<file path="src/rtl/lc3_mem_pkg.sv">
// rtl/lc3_mem_pkg.sv - shared types and constants for the LC-3 memory access block
package lc3_mem_pkg;

  localparam int WORD_W = 16;
  localparam int WAIT_W = 4;
  localparam logic [WORD_W-1:0] MMIO_ADDR = 16'hFFFF;

  typedef enum logic [1:0] {
    IDLE,
    ACCESS,
    DONE
  } mem_state_t;

endpackage

</file>
<file path="src/rtl/lc3_mem_wait_timer.sv">
// rtl/lc3_mem_wait_timer.sv - loadable wait-state down-counter with zero flag
module lc3_mem_wait_timer
  import lc3_mem_pkg::*;
(
  input  logic              clk,
  input  logic              reset,
  input  logic              load,
  input  logic [WAIT_W-1:0] load_val,
  input  logic              dec,
  output logic              zero
);

  logic [WAIT_W-1:0] count;

  assign zero = (count == '0);

  always_ff @(posedge clk) begin
    if (reset) begin
      count <= '0;
    end else if (load) begin
      count <= load_val;
    end else if (dec && !zero) begin
      count <= count - 1'b1;
    end
  end

endmodule

</file>
<file path="src/rtl/lc3_mem_access.sv">
// rtl/lc3_mem_access.sv - MAR/MDR and fixed wait-state memory access FSM; LC3_MEM_MMIO_EN maps 16'hFFFF to SW/HEX_OUT
module lc3_mem_access
  import lc3_mem_pkg::*;
#(
  parameter int WAIT_CYCLES = 2
) (
  input  logic              Clk,
  input  logic              Reset,
  input  logic [WORD_W-1:0] BUS,
  input  logic              LD_MAR,
  input  logic              LD_MDR,
  input  logic              MEM_START,
  input  logic              MEM_WE,
  input  logic [WORD_W-1:0] MEM_DIN,
  input  logic [WORD_W-1:0] SW,
  output logic [WORD_W-1:0] MAR,
  output logic [WORD_W-1:0] MDR,
  output logic              R,
  output logic              BUSY,
  output logic [WORD_W-1:0] MEM_ADDR,
  output logic [WORD_W-1:0] MEM_DOUT,
  output logic              MEM_CE,
  output logic              MEM_WR,
  output logic [WORD_W-1:0] HEX_OUT
);

  localparam logic [WAIT_W-1:0] WAIT_INIT = WAIT_W'(WAIT_CYCLES - 1);

  mem_state_t        state, state_next;
  logic              op_we;
  logic              timer_load, timer_dec, timer_zero;
  logic              access_done;
  logic              mmio_hit;
  logic [WORD_W-1:0] rd_data;

  lc3_mem_wait_timer u_timer (
    .clk      (Clk),
    .reset    (Reset),
    .load     (timer_load),
    .load_val (WAIT_INIT),
    .dec      (timer_dec),
    .zero     (timer_zero)
  );

`ifdef LC3_MEM_MMIO_EN
  assign mmio_hit = (MAR == MMIO_ADDR);
  assign rd_data  = mmio_hit ? SW : MEM_DIN;

  always_ff @(posedge Clk) begin
    if (Reset) begin
      HEX_OUT <= '0;
    end else if (access_done && op_we && mmio_hit) begin
      HEX_OUT <= MDR;
    end
  end
`else
  logic unused_sw;
  assign unused_sw = ^SW;
  assign mmio_hit  = 1'b0;
  assign rd_data   = MEM_DIN;
  assign HEX_OUT   = '0;
`endif

  always_comb begin
    state_next  = state;
    timer_load  = 1'b0;
    timer_dec   = 1'b0;
    access_done = 1'b0;
    case (state)
      IDLE: begin
        if (MEM_START) begin
          state_next = ACCESS;
          timer_load = 1'b1;
        end
      end
      ACCESS: begin
        if (timer_zero) begin
          state_next  = DONE;
          access_done = 1'b1;
        end else begin
          timer_dec = 1'b1;
        end
      end
      DONE:    state_next = IDLE;
      default: state_next = IDLE;
    endcase
  end

  // Loads are gated to IDLE so the address and write data hold for the whole access.
  always_ff @(posedge Clk) begin
    if (Reset) begin
      state <= IDLE;
      op_we <= 1'b0;
      MAR   <= '0;
      MDR   <= '0;
    end else begin
      state <= state_next;
      if (state == IDLE) begin
        if (LD_MAR)    MAR   <= BUS;
        if (LD_MDR)    MDR   <= BUS;
        if (MEM_START) op_we <= MEM_WE;
      end
      if (access_done && !op_we) begin
        MDR <= rd_data;
      end
    end
  end

  assign BUSY     = (state != IDLE);
  assign R        = (state == DONE);
  assign MEM_CE   = (state == ACCESS) && !mmio_hit;
  assign MEM_WR   = MEM_CE && op_we;
  assign MEM_ADDR = MAR;
  assign MEM_DOUT = MDR;

endmodule

</file>
<file path="config.mk">
export PLATFORM = sky130hd
export DESIGN_NAME = lc3_mem_access
export DESIGN_NICKNAME = d
export VERILOG_FILES = /design/src/rtl/lc3_mem_pkg.sv /design/src/rtl/lc3_mem_wait_timer.sv /design/src/rtl/lc3_mem_access.sv
export SDC_FILE = /design/constraint.sdc
export NUM_CORES = 1
export LEC_CHECK = 0
export CORE_MARGIN = 4
export CORE_UTILIZATION = 39
export DETAILED_ROUTE_END_ITERATION = 7
export GPL_ROUTABILITY_DRIVEN = 0
export GPL_TIMING_DRIVEN = 0
export PLACE_DENSITY = 0.87
export SYNTH_ARGS = -nofsm -noshare
export SYNTH_HDL_FRONTEND = slang
export SYNTH_HIERARCHICAL = 1
export SYNTH_SLANG_ARGS = --single-unit
</file>
<file path="constraint.sdc">
create_clock -name Clk -period 3.6 [get_ports Clk]
set_clock_uncertainty 0.2 [all_clocks]
set_input_delay 0.72 -clock Clk [delete_from_list [all_inputs] [get_ports Clk]]
set_output_delay 0.72 -clock Clk [all_outputs]
set_load 0.005 [all_outputs]
</file>
# Yosys cells after proc, flatten, opt, wreduce, memory -nomap -nowiden
# Index checks and enable logic that the tools add are counted.
# word_totals
register_bits	39
in_bits	54
output_inout_bits	84
word_cells	41
# op_classes
addsub	1
n_eq_ne	4
muxes	14
reduce_logical	16
# ops
cell	n
16-bit two-way mux	3
1-bit two-way mux	8
2-bit AND reduction	4
2-bit nonzero test	4
4-bit zero test	1
2-bit two-way mux	2
2-bit one-hot mux with 2 select lines	1
4-bit by 1-bit subtractor with 4-bit output (second input constant)	1
1-bit logical AND	3
2-bit by 1-bit equality test with 1-bit output (second input constant)	1
2-bit equality test (second input constant)	1
1-bit zero test	2
2-bit zero test	1
2-bit by 1-bit inequality test with 1-bit output (second input constant)	1
2-bit inequality test (second input constant)	1
2-bit OR reduction	1

# Logic depth before layout (Yosys ltp)
# depth
word_depth	6
ltp_mapped	9
depth_no_buf	9

# Cells and area by module
# The synthesis kept the hierarchy.
# by_module_without_submodules
mod	n_inst	cells_per_inst	area_each_um2	seq_area_each_um2
lc3_mem_access	1	230	1846.8	700.7
lc3_mem_wait_timer	1	29	262.8	80.1

# Least setup slack after synthesis
# No wires, ideal clock.
# synth_timing
path_type	register -> register
startpoint	register u_timer.count[1]
endpoint	register u_timer.count[3]
setup_ps	86
arrival_ps	1832
t_required_ps	3314
slack_ps	1482
stages_incl_launch_ff	10
path_buffers	0
synth_period_minus_slack_ps	2118
path_cell_list	dfxtp_1 inv_1 ha_1 or3b_4 inv_1 inv_1 and2_1 nor4b_2 mux2i_1 a211oi_1
# synth_via
elab_chain_len	4
elab_cells_between_ends	6
classes_between	1 x add/sub; 2 x mux; 3 x reduce/logical
# synth_lines
item	line	rtl
start: declaration	lc3_mem_wait_timer.sv:13	logic [WAIT_W-1:0] count;
start signal: assignment	lc3_mem_wait_timer.sv:21	count <= load_val;
start signal: assignment	lc3_mem_wait_timer.sv:23	count <= count - 1'b1;
4-bit zero test	lc3_mem_wait_timer.sv:15	assign zero = (count == '0);
net timer_zero	lc3_mem_access.sv:31	logic timer_load, timer_dec, timer_zero;
1-bit two-way mux	lc3_mem_access.sv:77	if (timer_zero) begin
1-bit two-way mux	lc3_mem_access.sv:69	case (state)
net timer_dec	lc3_mem_access.sv:31	
1-bit logical AND	lc3_mem_wait_timer.sv:22	end else if (dec && !zero) begin
# The timed path passes the listed nets, and every way through them passes these cells.
# A chain may end at the register's enable or synchronous reset.

# Worst setup path in the final report
# layout_timing
startpoint	input port MEM_START
endpoint	register u_timer.count[2]
# layout_via
elab_chain_len	3
# layout_lines
item	line	rtl
start: declaration	lc3_mem_access.sv:12	input logic MEM_START,
1-bit two-way mux	lc3_mem_access.sv:71	if (MEM_START) begin
1-bit two-way mux	lc3_mem_access.sv:69	
net timer_load	lc3_mem_access.sv:31	
2-bit OR reduction (no source line)	--	
# The timed path passes the listed nets, and every way through them passes these cells.

==> impl_metrics.yaml <==
cells_and_area:
  fill_cells: 445
  layout-drive-gt1-share_pct: 18.7
  stdcell_count: 460
  areaGrowthSynthToFinish_pct: 61.0
  mostFrequentLayoutCell: "clkdlybuf4s50_1"
  antenna_cells: 0
  final_nets: 444
  final_cell_mix: "105 x clkdlybuf4s50_1, 67 x nand2_1, 50 x buf_4"
die:
  die-area_um2: 6650
  row_count: 26
  dieWidth_um: 81.5
  start_util_pct: 40.8
  design.core.area_um2: 5170
  ios: 138
  die_h_um: 81.5
clocking:
  cts_setup_buffers: 0
  cts_resized: 0
  cts.sink_count: 39
  cts_tree: "done"
  path_clk_slew_ns: 0.07
  clock_latency_ns: 0.28
  clock_path_buffers: 2
  htreeDepth: 2
  cts_root_buffer: "clkbuf_8"
  cts_buffers: 5
  holdBufCountCts: 0
setup_path:
  slowest_stage: "nor3b_1"
  worstPathArrival_ns: 2.51
  cp_max_fo: 6
  path_class: "input pin to flop"
  cp_top_family: "buffers and inverters"
  r2r.worst_path.cells: 9
  r2r_end: "u_timer/count[3]$_SDFFE_PP0P_"
  worst-path-buf-inv: 2
  crit_chain: "clkdlybuf4s50_1, nor3b_1, inv_1, a311oi_1"
  endpoint_kind: "flop"
  worstSetupStartpointType: "input pin"
  r2r_start: "u_timer/count[1]$_SDFFE_PP0P_"
  cp_data_required_time_ns: 3.58
  r2r_setup_slack_ns: 1.25
  slowest_delay_ns: 0.73
routing:
  drc: 0
  routed_wl_um: 6110
  ant_nets: 0
  via_count: 2075
  via_per_inst: 4.51
  drt-pass1-iter-count: 4
  initialDrtViolationCount: 69
  wl_per_cell_um: 13.3
logic_synthesis:
  synthTopCellsByArea: "dfxtp_1 37%, buf_4 18%, nand2_1 12%, a311oi_1 7.1%, nor2_1 3.9%"
  synth_area_um2: 2110
  synth_area_leader_cell: "dfxtp_1"
  synth_cell_types: 33
  synth_cells: 259
  yosys_warnings: 6
  yosysSeqAreaShare_pct: 37.0
  synth-seq-cells: 39
  avgSynthCellArea_um2: 8.14
  synth_top_cell_area_share_pct: 37.0
hold_path:
  holdPathStages: 2
  whs_endpoint: "MAR[4]$_SDFFE_PP0P_"
  hold_class: "flop to flop"
  min-delay-start: "MAR[4]$_SDFFE_PP0P_"
timing:
  grt_setup_unrepaired: "no"
  period_needed_ns: 2.53
  hold_viol: 0
  max_freq_mhz: 395
  slew_viol_final: 0
  relSlewSlack_pct: 41.0
  setup_tns_ns: 0
  period_share_pct: 70.3
  whs_ns: 0.275
  setup_viol: 0
  tightest_slew_ns: 0.883
power:
  switching_share_pct: 28.5
  seqPwrFrac_pct: 40.9
  power.density_nw_per_um2: 372
  clockPowerShare_pct: 22.3
  ir_drop_v: 0.000189
  p_int_w: 0.000903
  leakage_nw: 1.41
  p_sw_w: 0.000360
  combPwrFrac_pct: 36.8
run:
  cap_violations: 0
placed_design:
  place_inst: 452
  hpwl_um: 4890
  portBuffers: 105
grt:
  grt_pass1_wl_um: 9200
  groute.usage.overall_pct: 17.8
  grt_antenna_before_repair: 0
  grt_max_degree: 12
  overflow: 0
  grt_pass1_vias: 1955
outcome:
  outcome: "completed"
-- stage by stage --
| stage | total power, W | util, % | cell area [um^2] | setup slack, ns |
|---|---|---|---|---|
| finish | 0.00126 | 65.7 | 3400 | 1.07 |
| detailed placement | 0.000993 | 64.1 | 3320 | 0.795 |
| floorplan | 0.000750 | - | 2180 | 1.48 |
| global route | 0.00134 | 65.7 | 3400 | 0.993 |
| CTS | 0.00127 | 65.7 | 3400 | 1.07 |
| global placement | 0.000979 | 64.1 | 3320 | 0.871 |
-- flip-flops by register name, indices dropped and copies added, names as in the netlist --
signal,cells
MDR,16
state,2
op_we,1
MAR,16
u_timer/count,4
-- tightest hold or removal path: cells and delay by family (launching register included) --
| kind | cells | cell delay, ns |
|---|---|---|
| AO/OA/AOI/OAI | 1 | 0.05 |
| flip-flops | 1 | 0.32 |
| AND/OR/NAND/NOR | 1 | 0.06 |
-- area by class of cell --
class / count / area (um^2) / share of cell area, %
Buffer: 64 / 472 / 13.9
Clock buffer: 7 / 76.3 / 2.25
Clock inverter: 1 / 5.00 / 0.147
Inverter: 5 / 18.8 / 0.552
Multi-Input combinational cell: 169 / 906 / 26.7
Sequential cell: 39 / 781 / 23.0
Tap cell: 70 / 87.6 / 2.58
Timing Repair Buffer: 105 / 1050 / 30.9
-- how the worst max path moves through the flow --
| stage | endpoint | slack [ns] | cells after the start | start |
|---|---|---|---|---|
| floorplan | u_timer/count[3]$_SDFFE_PP0P_ | 1.48 | 9 | u_timer/count[1]$_SDFFE_PP0P_ |
| global placement | u_timer/count[1]$_SDFFE_PP0P_ | 0.87 | 4 | MEM_START |
| detailed placement | u_timer/count[2]$_SDFFE_PP0P_ | 0.79 | 4 | MEM_START |
| CTS | MEM_WR | 1.07 | 4 | state[1]$_SDFFE_PP0P_ |
| global route | MEM_WR | 0.99 | 4 | state[1]$_SDFFE_PP0P_ |
| finish | u_timer/count[2]$_SDFFE_PP0P_ | 1.07 | 4 | MEM_START |
-- power groups by stage --
stage / Sequential (W) / Combinational, W / Clock (W)
final: 0.000516 / 0.000465 / 0.000282
after global routing: 0.000522 / 0.000507 / 0.000314
after CTS: 0.000517 / 0.000468 / 0.000288
after detailed placement: 0.000526 / 0.000466 / 0
after global placement: 0.000524 / 0.000455 / 0
after floorplan: 0.000521 / 0.000229 / 0
-- cells in the mapped netlist, drive strengths merged --
cell / count
nor4b: 1
dfxtp: 39
ha: 1
nand4b: 1
a211oi: 1
a2111oi: 1
nand3: 1
a21oi: 16
a21o: 1
nor2: 22
nand2: 67
inv: 5
buf: 58
a311o: 1
nand4bb: 1
nor2b: 1
nor3b: 4
a311oi: 18
and2: 2
nor3: 2
conb: 2
or3b: 3
or2: 1
mux2i: 3
clkbuf: 6
and2b: 1
-- cells by family (layout without fill, tap and decap cells) --
family	count (synthesis)	after routing	share of synthesized area, %
multiplexers	3	3	1.42
flip-flops	39	39	37.0
AO/OA/AOI/OAI	38	38	14.1
buffers and inverters	69	182	23.2
AND/OR/NAND/NOR	107	107	23.3
adder cells (fa/ha/maj)	1	1	0.593
other	2	20	0.356
-- routing by layer --
layer  GRT usage, %  share of wire (%)  vias up
li1               -                  -     1049
met4           4.05               0.83        0
met1           19.9                 37      930
met2           32.7                 52       90
met3           5.70                 11        6
met5              0                  0        -
Note: power is estimated with default switching activity, not from simulation.
